`config.mk`:
```
export PLATFORM = sky130hd
export DESIGN_NAME = spi_txn_arbiter
export DESIGN_NICKNAME = d
export VERILOG_FILES = /design/src/rtl/spi_txn_arbiter.sv
export SDC_FILE = /design/constraint.sdc
export NUM_CORES = 1
export LEC_CHECK = 0
export ABC_CLOCK_PERIOD_IN_PS = 4400
export BUFFER_PORTS_ARGS = -buffer_cell sky130_fd_sc_hd__buf_2
export CAP_MARGIN = 0
export CORE_MARGIN = 4
export CORE_UTILIZATION = 45
export CTS_CLUSTER_DIAMETER = 40
export DETAILED_ROUTE_END_ITERATION = 8
export PLACE_DENSITY = 0.82
export SLEW_MARGIN = 15
export SYNTH_ARGS = -nofsm -noshare
export SYNTH_HDL_FRONTEND = slang
export SYNTH_SLANG_ARGS = --single-unit
```
`constraint.sdc`:
```
create_clock -name SCLK -period 4.4 [get_ports SCLK]
set_input_delay 0.22 -clock SCLK [delete_from_list [all_inputs] [get_ports SCLK]]
set_output_delay 0.22 -clock SCLK [all_outputs]
set_load 0.05 [all_outputs]
```
`src/rtl/spi_txn_arbiter.sv`:
```
// spi_txn_arbiter
//   Shares one SPI master TX/RX FIFO pair between two requesters. Granted
//   requests are packed into 41-bit frames {wr, cs, addr, data} and written to
//   the TX FIFO. Every granted read leaves its port number in a small tag
//   FIFO, so each RX word is routed back to the port that issued the oldest
//   outstanding read.
//
//   Ports
//     SCLK, SRESET            clock, asynchronous active-high reset
//     reqN_*                  request from port N (valid/wr/cs/addr/wdata);
//                             reqN_ready pulses for one cycle on accept
//     rspN_valid/rspN_rdata   one-cycle read response to port N
//     tx_wr_en/tx_data/tx_full   TX FIFO write side
//     rx_rd_en/rx_data/rx_empty  RX FIFO read side (data one cycle after rd_en)
//     rd_outstanding          reads issued and not yet returned
//     err_orphan              sticky: RX word arrived with no read outstanding
//
//   Response FSM
//     state  | meaning
//     R_IDLE | waiting for an RX word; issues rx_rd_en when one is present
//     R_CAP  | rx_data is valid this cycle; route it to the head tag or drop it
module spi_txn_arbiter #(
  parameter int TAG_DEPTH = 4,
  parameter int TAG_AW    = 2
) (
  input  logic              SCLK,
  input  logic              SRESET,
  input  logic              req0_valid,
  input  logic              req0_wr,
  input  logic              req0_cs,
  input  logic [6:0]        req0_addr,
  input  logic [31:0]       req0_wdata,
  output logic              req0_ready,
  output logic              rsp0_valid,
  output logic [31:0]       rsp0_rdata,
  input  logic              req1_valid,
  input  logic              req1_wr,
  input  logic              req1_cs,
  input  logic [6:0]        req1_addr,
  input  logic [31:0]       req1_wdata,
  output logic              req1_ready,
  output logic              rsp1_valid,
  output logic [31:0]       rsp1_rdata,
  output logic              tx_wr_en,
  output logic [40:0]       tx_data,
  input  logic              tx_full,
  output logic              rx_rd_en,
  input  logic [31:0]       rx_data,
  input  logic              rx_empty,
  output logic [TAG_AW:0]   rd_outstanding,
  output logic              err_orphan
);

  localparam logic [TAG_AW:0]   CNT_FULL = (TAG_AW+1)'(TAG_DEPTH);
  localparam logic [TAG_AW:0]   CNT_ONE  = (TAG_AW+1)'(1);
  localparam logic [TAG_AW-1:0] PTR_ONE  = TAG_AW'(1);

  typedef enum logic {R_IDLE, R_CAP} rsp_state_t;

  rsp_state_t            state, state_nxt;
  logic                  rr;
  logic [TAG_DEPTH-1:0]  tag_mem;
  logic [TAG_AW-1:0]     wr_ptr, rd_ptr;
  logic [TAG_AW:0]       tag_count;
  logic                  tags_full, elig0, elig1, grant0, grant1;
  logic                  push, pop, orphan, pop_tag;
  logic [40:0]           frame;

  // A port whose ready is high this cycle is masked so a request that is
  // still held (requester has not yet seen ready) is not accepted twice.
  always_comb begin
    tags_full = (tag_count == CNT_FULL);
    elig0     = req0_valid && !req0_ready && (req0_wr || !tags_full);
    elig1     = req1_valid && !req1_ready && (req1_wr || !tags_full);
    grant0    = !tx_full && elig0 && (!elig1 || !rr);
    grant1    = !tx_full && elig1 && (!elig0 || rr);
    push      = (grant0 && !req0_wr) || (grant1 && !req1_wr);
    if (grant1)
      frame = {req1_wr, req1_cs, req1_addr, req1_wr ? req1_wdata : 32'h0};
    else
      frame = {req0_wr, req0_cs, req0_addr, req0_wr ? req0_wdata : 32'h0};
  end

  assign pop_tag        = tag_mem[rd_ptr];
  assign rd_outstanding = tag_count;

  // rx_rd_en is combinational so the FIFO data lands exactly in R_CAP.
  // It is held low during reset so no word is consumed while SRESET is high.
  always_comb begin
    state_nxt = state;
    rx_rd_en  = 1'b0;
    pop       = 1'b0;
    orphan    = 1'b0;
    case (state)
      R_IDLE: begin
        if (!rx_empty && !SRESET) begin
          rx_rd_en  = 1'b1;
          state_nxt = R_CAP;
        end
      end
      R_CAP: begin
        state_nxt = R_IDLE;
        if (tag_count != '0) pop    = 1'b1;
        else                 orphan = 1'b1;
      end
    endcase
  end

  always_ff @(posedge SCLK or posedge SRESET) begin
    if (SRESET) state <= R_IDLE;
    else        state <= state_nxt;
  end

  always_ff @(posedge SCLK or posedge SRESET) begin
    if (SRESET) begin
      rr         <= 1'b0;
      tag_mem    <= '0;
      wr_ptr     <= '0;
      rd_ptr     <= '0;
      tag_count  <= '0;
      tx_wr_en   <= 1'b0;
      tx_data    <= '0;
      req0_ready <= 1'b0;
      req1_ready <= 1'b0;
      rsp0_valid <= 1'b0;
      rsp1_valid <= 1'b0;
      rsp0_rdata <= '0;
      rsp1_rdata <= '0;
      err_orphan <= 1'b0;
    end else begin
      tx_wr_en   <= grant0 || grant1;
      req0_ready <= grant0;
      req1_ready <= grant1;
      if (grant0 || grant1) tx_data <= frame;
      if (grant0)      rr <= 1'b1;
      else if (grant1) rr <= 1'b0;

      if (push) begin
        tag_mem[wr_ptr] <= grant1;
        wr_ptr          <= wr_ptr + PTR_ONE;
      end
      if (pop) rd_ptr <= rd_ptr + PTR_ONE;
      case ({push, pop})
        2'b10:   tag_count <= tag_count + CNT_ONE;
        2'b01:   tag_count <= tag_count - CNT_ONE;
        default: ;
      endcase

      rsp0_valid <= pop && !pop_tag;
      rsp1_valid <= pop && pop_tag;
      if (pop && !pop_tag) rsp0_rdata <= rx_data;
      if (pop && pop_tag)  rsp1_rdata <= rx_data;
      if (orphan) err_orphan <= 1'b1;
    end
  end

endmodule

```
Word level (Yosys, flattened, before mapping)

Cells that the tools add are included.

Flip-flop bits (word level): 124
Output and inout port bits: 115
Word-level logic and storage cells: 79

$add $sub $neg: 4
Order comparisons: 3
Eq/ne operators: 3
Multiplexer cells: 18
Bitwise gates (word level): 1
Reduce and logical (&&, ||, !) cells: 35

Operator list:

| kind                                                | count |
|---|---|
| two-way mux 32 bit                                  | 2 |
| two-way mux 41 bit                                  | 1 |
| logical AND 1 bit                                   | 14 |
| zero test 1 bit                                     | 12 |
| two-way mux 1 bit                                   | 10 |
| logical OR 1 bit                                    | 6 |
| < comparator 2 x 3 -> 1 bit, second input constant  | 2 |
| one-hot mux 3 bit (2 select lines)                  | 1 |
| adder 2 x 1 -> 2 bit, second input constant         | 2 |
| bitwise mux 4 bit                                   | 1 |
| nonzero test 2 bit                                  | 2 |
| adder 3 x 1 -> 3 bit, second input constant         | 1 |
| == test 3 bit, second input constant                | 1 |
| nonzero test 3 bit                                  | 1 |
| subtractor 3 x 1 -> 3 bit, second input constant    | 1 |
| binary-select mux 1 bit (select 2 bit)              | 1 |
| demux 1 bit (select 2 bit)                          | 1 |
| == test 2 x 1 -> 1 bit, second input constant       | 1 |
| == test 2 bit, second input constant                | 1 |
| >= comparator 2 x 1 -> 1 bit, second input constant | 1 |
| one-hot mux 1 bit (2 select lines)                  | 1 |
| NOT 1 bit                                           | 1 |

Logic depth before layout (Yosys ltp)

Gate-level depths: netlist of run 1.

Word-level depth: 11
Depth in mapped cells: 11

Worst setup path after synthesis of run 1

No wires, ideal clock.

Kind: flip-flop to flip-flop
Start: reg req0_ready
End: reg tag_count[2], in the netlist rd_outstanding[2]
Setup time: 83 ps
Arrival time: 2513 ps
Setup slack: 1805 ps
Stages on the path, launching flop included: 11
Buffers on the path: 0
Clock period less this slack: 2595 ps
Cells stage by stage: dfrtp_1 nor3b_1 a32o_1 nor3_2 inv_1 ha_1 inv_1 fa_1 xor2_1 nor2_1 xor2_1

Word-level cells in the longest chain between the ends: 10
Elaborated cells between the ends (all ways): 15
Those cells by class: 2 x eq/ne; 1 x mux; 12 x reduce/logical

Ends and longest elaborated chain:

| item                                                                            | line | text |
|---|---|---|
| start: declaration                                                              | 33   | `output logic req0_ready,` |
| start signal: assignment                                                        | 132  | `req0_ready <= grant0;` |
| zero test 1 bit (*)                                                             | 73   | `elig0 = req0_valid && !req0_ready && (req0_wr \|\| !tags_full);` |
| logical AND 1 bit (*) (2 in series)                                             | 73   |  |
| zero test 1 bit                                                                 | 76   | `grant1 = !tx_full && elig1 && (!elig0 \|\| rr);` |
| logical OR 1 bit                                                                | 76   |  |
| logical AND 1 bit                                                               | 76   |  |
| logical AND 1 bit                                                               | 77   | `push = (grant0 && !req0_wr) \|\| (grant1 && !req1_wr);` |
| logical OR 1 bit (*)                                                            | 77   |  |
| == test 2 x 1 -> 1 bit / == test 2 bit (equally long branches)                  | 143  | `case ({push, pop})` |
| one-hot mux 3 bit (2 select lines) / nonzero test 2 bit (equally long branches) | --   |  |
| end signal: assignment                                                          | 144  | `2'b10: tag_count <= tag_count + CNT_ONE;` |
| end signal: assignment                                                          | 145  | `2'b01: tag_count <= tag_count - CNT_ONE;` |
| end: declaration                                                                | 64   | `logic [TAG_AW:0] tag_count;` |

Mark *: on every way between the ends. The rest lies on a longest branch, timed or not.
A chain may end at the register's enable or synchronous reset.

Worst setup path after layout of run 1

Same ends and word-level chain as after synthesis.

==> summary.txt, run 1 <==
Drt
  – 1st-iter DRT viols: 279
  – Vias per inst: 5.29
  – Vias: 4150
  – Routed WL: 13700 um
  – Drt pass-1 iters: 4
  – Routed len/inst: 17.5 um
  – DRC viols: 0
  – Antenna Nets Post-Route: 0

Yosys
  – Synth Cell Area: 0.00521 sq mm
  – Syn nets: 519
  – Seq/Total Area, Yosys: 59.6%
  – Distinct cells, synth: 42
  – FF+latch count, synth: 124
  – Post-synthesis average cell area: 13.3 sq um
  – Mapped Cells: 393
  – Yosys Warn Count: 0

Clock tree
  – CTS Buffer Depth: 2
  – Clk_lat worst skew: 0.41 ns
  – CTS sink cnt: 124
  – CTS buffer count: 17
  – H-tree level count: 4
  – CTS tree: yes
  – Resized cells post-CTS: 0
  – CTS Root Cell: clkbuf_16
  – Worst-path clk slew: 0.05 ns

Global routing
  – Initial antenna violation count: 0
  – Total GRT Usage: 20.3%
  – Largest net degree at the start of global routing: 84
  – Grt ovf: 0
  – First-pass GRT wire length: 20900 um
  – Vias in the first global route: 4184

Place
  – Routability cong.: 0.800
  – Dpl hpwl: 9890 um
  – Port Buffer Count: 234
  – Placed standard-cell area: 0.00643 sq mm

Floorplan
  – Die Wd: 116 um
  – Die footprint: 0.0134 sq mm
  – Rows: 39
  – Die H: 116 um
  – I/O pins: 235
  – Core ar.: 0.0114 sq mm
  – Starting density of the core: 45.8%

Pwr
  – Sw frac: 47.0%
  – Seq pwr share: 29.8%
  – Comb power frac: 47.0%
  – Sw power: 3.03 mW
  – Worst IR drop on VDD: 0.600 mV
  – Power Dens Cells: 904 mW/mm^2
  – Leakage: 3.48 nW
  – Internal power: 3.41 mW
  – Clock share of power: 23.2%

Outcome
  – Outcome: complete, no violations

Layout
  – Fin area: 0.00712 sq mm
  – Fill cell count: 857
  – Multi-input gate area: 0.00191 sq mm
  – Area Growth Syn to Fin: 36.7%
  – Sequential Area: 0.00310 sq mm
  – Layout cells sized above 1: 54.5%
  – Layout Nets: 753

Worst hold path
  – HP Class: in -> reg

Timing
  – Setup violators final: 0
  – Clock Skews: 0.00722 ns
  – Worst slew pin tran: 1.02 ns
  – Final hold violations: 0
  – Final Cycle Share: 59.5%
  – FMAX: 382 MHz
  – Post-route setup TNS: 0 ns
  – Slew Viols, Final: 0
  – Unrepaired setup endpoints after global routing: no
  – Slew margin rel.: 32.2%
  – Fin crit period: 2.62 ns

Run
  – Max-cap violations: 0

Setup path
  – Buffers and inverters on the worst path: 2
  – WS Path Type: reg -> reg
  – Critical path data required time: 4.73 ns
  – Crit end category: register
  – Startpoint types: register
  – Family with the most delay on the worst path: simple AND/OR/NAND/NOR gates
  – CP max FO: 5
  – Slowest CP cell: nor3b_1
  – Crit-path cells: nor3b_1 -> a32o_1 -> nor3_2 -> inv_1 -> ha_1 -> inv_1 -> fa_1 -> xor2_1 -> nor2_1 -> xor2_1
  – Critical path's largest stage delay: 0.62 ns
  – Crit path DAT: 2.95 ns
-- repair_timing --
action	in CTS	in global routing
hold endpoints to repair	3	0
hold buffers	3	0
setup buffers	0	0
-- cells by family after synthesis --
family,after synthesis,synth area share [%]
xor gates and xnor gates,6,1.01
AOI/OAI and AO/OA,86,12.2
DFF,124,59.6
muxes,71,15.5
adders and majority gates,6,1.59
buffers and inverters,39,3.84
and+or+nand+nor,61,6.29
-- metrics by stage --
step / power [mW] / hold WS, ns / util (%) / instances / setup WS [ns]
global placement: 4.88 / 0.396 / 56.6 / 747 / 1.85
detailed placement: 4.97 / 0.406 / 56.6 / 747 / 1.78
floorplan: 4.22 / 0.336 / - / 393 / 0.881
CTS: 6.48 / 0.00294 / 62.5 / 782 / 1.78
global route: 6.72 / 0.00216 / 62.6 / 783 / 1.57
finish: 6.44 / 0.0204 / 62.7 / 785 / 1.78
-- final timing paths --
check	startpoint	endpoint	slack, ns	cells after the start
setup / recovery	req0_ready$_DFF_PP0_	rd_outstanding[2]$_DFFE_PP0P_	1.78	10
hold / removal	req0_addr[4]	tx_data[36]$_DFFE_PP0P_	0.02	2
setup reg to reg	req0_ready$_DFF_PP0_	rd_outstanding[2]$_DFFE_PP0P_	1.78	10
hold reg to reg	err_orphan$_DFFE_PP0P_	err_orphan$_DFFE_PP0P_	0.46	1
max in group asynchronous	SRESET	tx_data[9]$_DFFE_PP0P_	3.22	3
min in group asynchronous	SRESET	rsp0_rdata[20]$_DFFE_PP0P_	0.06	2
-- synth_stat cells, drive strengths merged --
| library cell | instances | share of area, % |
|---|---|---|
| inv | 13 | 0.94 |
| nor2 | 38 | 2.8 |
| nand2 | 2 | 0.14 |
| nor2b | 1 | 0.12 |
| nand2b | 2 | 0.24 |
| nor3 | 4 | 0.48 |
| a211oi | 3 | 0.77 |
| mux2i | 1 | 0.19 |
| ha | 5 | 1.2 |
| a32o | 1 | 0.19 |
| nor3b | 1 | 0.14 |
| a21oi | 33 | 3.2 |
| a21o | 9 | 1.3 |
| clkbuf | 4 | 0.29 |
| a32oi | 31 | 5.2 |
| dfrtp | 124 | 60 |
| nand3b | 1 | 0.14 |
| xor2 | 2 | 0.34 |
| mux2 | 69 | 15 |
| and3b | 1 | 0.17 |
| or3b | 3 | 0.55 |
| fa | 1 | 0.38 |
| or4b | 1 | 0.26 |
| o32a | 1 | 0.19 |
| mux4 | 1 | 0.43 |
| o22a | 1 | 0.17 |
| a22o | 7 | 1.2 |
| nor4b | 6 | 1.1 |
| or3 | 1 | 0.12 |
| buf | 22 | 2.6 |
| xnor2 | 4 | 0.67 |
-- flip-flops by register name, summed over array words and instances, names as in the netlist --
register,count
rsp1_valid,1
rsp0_valid,1
rd_ptr,2
req0_ready,1
rr,1
state,1
err_orphan,1
tag_mem,4
wr_ptr,2
tx_data,41
req1_ready,1
rd_outstanding,3
rsp1_rdata,32
tx_wr_en,1
rsp0_rdata,32
-- placed cells by master, fill, tap and decap left out, drive strengths merged, types with 2 or more instances in the layout --
cell	instances
buf	238
dfrtp	124
mux2	69
nor2	38
a21oi	33
a32oi	31
clkbuf	20
inv	15
a21o	9
a22o	7
nor4b	6
ha	5
xnor2	4
bufinv	4
nor3	4
clkinv	4
dlygate4sd3	3
or3b	3
a211oi	3
diode	2
nand2b	2
nand2	2
xor2	2
clkinvlp	2
-- power by group through the flow --
stage	Combinational (mW)	Clock (mW)	Sequential, mW
after detailed placement	3.04	0	1.93
after global placement	2.99	0	1.89
final	3.03	1.49	1.92
after CTS	3.05	1.51	1.92
after global routing	3.17	1.57	1.98
after floorplan	0.716	0	3.50
-- area by class of cell --
class | count | area share, %
diodes | 2 | 0.0702
clock buffers | 20 | 6.41
clock inverters | 12 | 2.58
inverters | 13 | 0.720
multi-input cells | 230 | 26.8
flip-flops and latches | 124 | 43.6
well taps | 143 | 2.51
repair buffers | 241 | 17.4
-- metal layers --
layer	wire, um	track usage [%]	vias to the layer above
met5	0	0	-
met4	347	8.76	0
met1	5150	23.2	2079
li1	-	-	1907
met2	7480	35.7	132
met3	731	5.59	32
(Power assumes the default switching activity.)
==> run 2, diff against run 1 <==
ABC_CLOCK_PERIOD_IN_PS = 2400   (was 4400)
CORE_UTILIZATION = 43   (was 45)
clock period = 2.4 ns   (was 4.4 ns; I/O delays follow)
==> run 2 against run 1 <==
Final area rose by 6.3%. Critical path depth unchanged. Power up 79%. Clock power up 52%. Worst hold slack worse by 0.0014 ns. Maximum frequency grew 17%. Clock-buffer cell count unchanged. Die area rose by 4.3%. Critical endpoint unchanged.
==> summary.txt, run 2 (synthesis results as in run 1) <==
Clock tree
  – Clk_lat worst skew: 0.40 ns (about the same)
  – CTS tree: yes
  – H-tree level count: 4 (unchanged)
  – CTS sink cnt: 124 (unchanged)
  – Worst-path clk slew: 0.05 ns (about the same)
  – CTS Buffer Depth: 2 (unchanged)
  – CTS Root Cell: clkbuf_16
  – CTS buffer count: 17 (unchanged)

Outcome
  – Outcome: complete, no violations

Timing
  – Clock Skews: 0.00672 ns (-0.000502 ns)
  – Worst slew pin tran: 0.607 ns (-0.408 ns)
  – Unrepaired setup endpoints after global routing: no
  – Final Cycle Share: 92.9% (+33 points)
  – Fin crit period: 2.23 ns (-0.388 ns)
  – Setup violators final: 0 (unchanged)
  – Slew Viols, Final: 0 (unchanged)
  – Post-route setup TNS: 0 ns (unchanged)
  – Hold WS: 0.0190 ns (-0.00138 ns)
  – Setup ws final: 0.170 ns (-1.61 ns)
  – Slew margin rel.: 59.4% (+27 points)
  – FMAX: 448 MHz (+17%)
  – Final hold violations: 0 (unchanged)

Floorplan
  – Die H: 118 um (+2.1%)
  – Starting density of the core: 44.9% (-0.96 points)
  – Die Wd: 118 um (+2.1%)
  – Rows: 39 (unchanged)
  – Core ar.: 0.0116 sq mm (+2.1%)
  – Die footprint: 0.0139 sq mm (+4.3%)
  – I/O pins: 235 (unchanged)

Run
  – Max-cap violations: 0 (unchanged)

Layout
  – Layout cells sized above 1: 51.7% (-2.9 points)
  – Max reg flops: 41 (unchanged)
  – Fin area: 0.00757 sq mm (+6.3%)
  – Commonest non-fill, non-tap cell in the layout: buf_2
  – Largest regs: tx_data (41), rsp0_rdata (32), rsp1_rdata (32)
  – Commonest non-fill, non-tap cells in the layout: buf_2, dfrtp_1, mux2_2
  – Largest Register: tx_data
  – Layout Nets: 805 (+6.9%)
  – Area Growth Syn to Fin: 45.3%
  – Fill cell count: 882 (+2.9%)

Worst hold path
  – WHS Path Cells: 3 (+1)
  – HP Class: in -> reg
  – Worst Hold End: tx_data[11]$_DFFE_PP0P_
  – Hold Crit Start: req1_wdata[11]

Global routing
  – First-pass GRT wire length: 24400 um (+17%)
  – Vias in the first global route: 4841 (+16%)
  – Largest net degree at the start of global routing: 72 (-14%)
  – Initial antenna violation count: 1 (+1)
  – Total GRT Usage: 21.8% (+1.6 points)
  – Grt ovf: 0 (unchanged)

Setup path
  – Critical path data required time: 2.68 ns (-2.05 ns)
  – CP max FO: 5 (unchanged)
  – R2r setup slk: 0.17 ns (-1.61 ns)
  – Crit Reg-Reg Startpoint: req0_ready$_DFF_PP0_
  – Crit end category: register
  – Crit-path cells: or3b_4 -> o32a_1 -> nor3_2 -> inv_1 -> ha_2 -> inv_1 -> fa_1 -> xor2_1 -> nor2_1 -> xor2_1
  – Slowest CP cell: dfrtp_2
  – R2r endpoint: rd_outstanding[2]$_DFFE_PP0P_
  – WS Path Type: reg -> reg
  – Cells on worst reg2reg path: 10 (unchanged)
  – Startpoint types: register
  – Crit path DAT: 2.51 ns (-0.44 ns)
  – Critical path's largest stage delay: 0.42 ns (-0.20 ns)

Drt
  – Routed WL: 15000 um (+9.5%)
  – DRC viols: 0 (unchanged)
  – Vias: 4426 (+6.7%)
  – 1st-iter DRT viols: 309 (+11%)
  – Antenna Nets Post-Route: 0 (unchanged)
  – Routed len/inst: 18.0 um (+3.2%)
  – Vias per inst: 5.31 (+0.51%)
  – Drt pass-1 iters: 4 (unchanged)

Pwr
  – Post-layout power: 11.5 mW (+79%)
  – Leakage: 3.67 nW (+5.5%)
  – Power Dens Cells: 1520 mW/mm^2 (+68%)
  – Worst IR drop on VDD: 0.867 mV (+45%)

Place
  – Routability cong.: 0.848 (+6.1%)
  – Placed standard-cell area: 0.00658 sq mm (+2.2%)
  – Dpl hpwl: 10400 um (+5.1%)
  – Port Buffer Count: 234 (unchanged)
  – Setup WS pre-CTS: 0.171 ns (-1.61 ns)
## run 2: cell types whose count changed in the layout (fill, tap and decap cells not counted), moves of 2 or more
| cell | delta |
|---|---|
| dlygate4sd3_1 | +44 |
| clkinv_4 | -3 |
| clkinv_2 | +5 |
| bufinv_16 | -3 |
| buf_4 | +4 |
| inv_6 | -2 |
| buf_12 | +5 |
## run 2: routing by layer
metal / global-route usage, % / share of wire, %
met5: 0 / 0
met1: 22.6 / 35
met2: 39.5 / 55
met4: 12.5 / 4.4
met3: 5.86 / 5.1
## run 2: power breakdown
group / internal [mW] / switching, mW
Clock: 1.42 / 0.847
Combinational: 1.56 / 4.14
Sequential: 2.99 / 0.532
## run 2: area by class of cell
cell class / instances / area, sq um / area share, %
repair buffers: 293 / 1790 / 23.7
diodes: 1 / 2.50 / 0.0331
multi-input cells: 230 / 1920 / 25.3
inverters: 13 / 52.6 / 0.694
well taps: 143 / 179 / 2.36
clock inverters: 9 / 75.1 / 0.992
clock buffers: 20 / 447 / 5.90
flip-flops and latches: 124 / 3100 / 41.0
## run 2: worst max-delay path by stage
stage / endpoint / startpoint
floorplan: rd_outstanding[2]$_DFFE_PP0P_ / req0_ready$_DFF_PP0_
global placement: rd_outstanding[2]$_DFFE_PP0P_ / req0_ready$_DFF_PP0_
detailed placement: rd_outstanding[2]$_DFFE_PP0P_ / req0_ready$_DFF_PP0_
CTS: rd_outstanding[2]$_DFFE_PP0P_ / req0_ready$_DFF_PP0_
global route: rd_outstanding[2]$_DFFE_PP0P_ / req0_ready$_DFF_PP0_
finish: rd_outstanding[2]$_DFFE_PP0P_ / req0_ready$_DFF_PP0_
## run 2: timing repair
action                                 CTS  global route
endpoints found under the hold margin  201             0
gates resized for setup                  0             0
hold buffers                            47             0
buffers inserted                         0             0
## run 2: stage by stage
step	cells	utilization, %
6_report	833	65.2
5_1_grt	833	65.2
4_1_cts	832	65.2
3_5_place_dp	756	56.6
3_3_place_gp	756	56.6
2_1_floorplan	393	-
## run 2: worst max-delay path: cells and delay by family, from the launching register on
| kind | cells | cell delay (ns) |
|---|---|---|
| fa+ha+maj | 2 | 0.37 |
| xor+xnor | 2 | 0.29 |
| flops | 1 | 0.42 |
| compound gates | 1 | 0.25 |
| simple gates | 3 | 0.64 |
| buf+inv | 2 | 0.14 |
==> run 3, diff against run 2 <==
ABC_CLOCK_PERIOD_IN_PS = 2730   (was 2400)
CORE_UTILIZATION = 45   (was 43)
clock period = 2.73 ns   (was 2.4 ns; I/O delays follow)
==> run 3 against run 2 <==
Wire length fell by 2.0%. Clock-buffer cell count rose by 1. Sequential share of layout area rose by 0.17 points. Global-route usage rose by 0.68 points. Clock skew barely moved. Combinational power fell by 13%. Critical path depth fell by 6. First-iteration DRC count fell by 17%. Maximum frequency fell by 8.1%.
==> summary.txt, run 3 (synthesis results as in run 1) <==
Timing
  – Unrepaired setup endpoints after global routing: no
  – Slew margin rel.: 27.7% (-32 points)
  – Fin crit period: 2.43 ns (+0.195 ns)
  – FMAX: 412 MHz (-8.1%)
  – Clock Skews: 0.00682 ns (+0.0000979 ns)
  – Setup violators final: 0 (unchanged)
  – Final hold violations: 0 (unchanged)
  – Post-route setup TNS: 0 ns (unchanged)
  – Slew Viols, Final: 0 (unchanged)
  – Hold WS: 0.0259 ns (+0.00695 ns)
  – Final Cycle Share: 88.8% (-4.1 points)
  – Worst slew pin tran: 1.08 ns (+0.477 ns)

Clock tree
  – Resized cells post-CTS: 0 (unchanged)
  – CTS sink cnt: 124 (unchanged)
  – CTS Hold Bufs: 44 (-6.4%)
  – Worst-path clk slew: 0.06 ns (about the same)
  – Post-CTS Setup Bufs: 0 (unchanged)
  – CTS tree: yes
  – CTS Root Cell: clkbuf_16
  – CTS buffer count: 17 (unchanged)
  – CTS Buffer Depth: 2 (unchanged)
  – H-tree level count: 4 (unchanged)
  – Clk_lat worst skew: 0.40 ns (about the same)

Place
  – Port Buffer Count: 234 (unchanged)
  – Dpl hpwl: 10300 um (-1.3%)
  – Routability cong.: 0.806 (-5.0%)

Floorplan
  – Die footprint: 0.0134 sq mm (-4.1%)
  – Die H: 116 um (-2.1%)
  – I/O pins: 235 (unchanged)
  – Starting density of the core: 45.8% (+0.96 points)
  – Die Wd: 116 um (-2.1%)
  – Rows: 39 (unchanged)
  – Core ar.: 0.0114 sq mm (-2.1%)

Global routing
  – Initial antenna violation count: 0 (-1)
  – Grt ovf: 0 (unchanged)
  – Total GRT Usage: 22.5% (+0.68 points)
  – Largest net degree at the start of global routing: 55 (-24%)
  – Vias in the first global route: 4637 (-4.2%)
  – First-pass GRT wire length: 23200 um (-4.6%)

Layout
  – Commonest non-fill, non-tap cells in the layout: buf_2, dfrtp_1, mux2_2
  – Fill cell count: 802 (-9.1%)
  – Layout Nets: 801 (-0.50%)
  – Layout cells sized above 1: 51.2% (-0.43 points)
  – Largest regs: tx_data (41), rsp0_rdata (32), rsp1_rdata (32)
  – Multi-input gate area: 0.00191 sq mm (-0.52%)
  – Largest Register: tx_data
  – Commonest non-fill, non-tap cell in the layout: buf_2
  – Sequential Area: 0.00310 sq mm (about the same)
  – Max reg flops: 41 (unchanged)
  – Area Growth Syn to Fin: 44.6%

Setup path
  – Crit Reg-Reg Startpoint: rd_outstanding[0]$_DFFE_PP0P_
  – CP max FO: 31 (+26)
  – Critical path's largest stage delay: 0.90 ns (+0.48 ns)
  – Slowest CP cell: or3_1
  – Crit end category: register
  – Cells on worst reg2reg path: 4 (-6)
  – Startpoint types: register
  – R2r endpoint: tx_data[11]$_DFFE_PP0P_
  – Crit-path cells: nor4b_2 -> or3_1 -> a32oi_1 -> a21oi_1
  – Crit path DAT: 2.74 ns (+0.23 ns)
  – Critical path data required time: 3.05 ns (+0.37 ns)
  – R2r setup slk: 0.30 ns (+0.13 ns)
  – WS Path Type: reg -> reg

Run
  – Max-cap violations: 0 (unchanged)

Drt
  – Vias: 4345 (-1.8%)
  – 1st-iter DRT viols: 256 (-17%)
  – DRC viols: 0 (unchanged)
  – Routed WL: 14700 um (-2.0%)
  – Routed len/inst: 17.7 um (-1.6%)
  – Drt pass-1 iters: 4 (unchanged)
  – Vias per inst: 5.23 (-1.5%)
  – Antenna Nets Post-Route: 0 (unchanged)

Pwr
  – Power Dens Cells: 1360 mW/mm^2 (-10%)
  – Leakage: 3.66 nW (-0.34%)
  – Worst IR drop on VDD: 0.939 mV (+8.2%)

Worst hold path
  – HP Class: in -> reg
  – Hold Crit Start: req1_wdata[28]
  – Worst Hold End: tx_data[28]$_DFFE_PP0P_
  – WHS Path Cells: 3 (unchanged)

Outcome
  – Outcome: complete, no violations
run 3: cell types whose count changed in the layout (fill, tap and decap cells not counted), sizes merged:
cell         change
buf              -1
bufinv           +2
clkbuf           +1
clkinv           -3
diode            +1
dlygate4sd3      -3
run 3: worst max path at each step:
stage	startpoint	endpoint	slack, ns	cells past startpoint
after global routing	rd_outstanding[0]$_DFFE_PP0P_	tx_data[14]$_DFFE_PP0P_	0.15	4
after detailed placement	req0_ready$_DFF_PP0_	rd_outstanding[2]$_DFFE_PP0P_	0.42	10
after floorplan	req0_ready$_DFF_PP0_	rd_outstanding[2]$_DFFE_PP0P_	0.13	10
final	rd_outstanding[0]$_DFFE_PP0P_	tx_data[11]$_DFFE_PP0P_	0.30	4
after global placement	req0_ready$_DFF_PP0_	rd_outstanding[2]$_DFFE_PP0P_	0.50	10
after CTS	req0_ready$_DFF_PP0_	rd_outstanding[2]$_DFFE_PP0P_	0.38	10
run 3: power by group:
| part | total [mW] | leakage (nW) | switching (mW) | internal, mW |
|---|---|---|---|---|
| Sequential | 3.08 | 1.47 | 0.454 | 2.63 |
| Clock | 2.18 | 0.275 | 0.745 | 1.44 |
| Combinational | 4.99 | 1.91 | 3.64 | 1.35 |
run 3: routing by layer:
layer | wire [um] | share of wire [%] | vias to the layer above | global-route usage, %
li1 | - | - | 2008 | -
met1 | 5370 | 37 | 2135 | 24.9
met2 | 8100 | 55 | 169 | 39.9
met3 | 782 | 5.3 | 33 | 5.90
met4 | 461 | 3.1 | 0 | 11.6
met5 | 0 | 0 | - | 0
run 3: cell type report:
cell class | instances | area share [%]
clock buffer | 21 | 5.98
timing repair buffer | 289 | 22.8
antenna | 2 | 0.0664
sequential | 124 | 41.2
tap | 143 | 2.37
multi-input combinational | 230 | 25.3
clock inverter | 8 | 1.59
inverter | 13 | 0.697
run 3: worst max-delay path, delay by kind of cell (launching register included):
family | cells | cell delay [ns]
flops | 1 | 0.47
simple gates | 2 | 1.40
compound gates | 2 | 0.45
run 3: per-stage QoR:
stage / worst slack (ns) / utilization [%] / std cells / cell area, sq um / total power [mW]
after floorplan: 0.135 / - / 393 / 5210 / 6.80
after global placement: 0.496 / 57.3 / 755 / 6520 / 7.88
after detailed placement: 0.420 / 57.3 / 755 / 6520 / 8.04
after CTS: 0.382 / 66.2 / 828 / 7530 / 10.3
after global routing: 0.148 / 66.2 / 828 / 7530 / 10.7
final: 0.305 / 66.3 / 830 / 7540 / 10.3
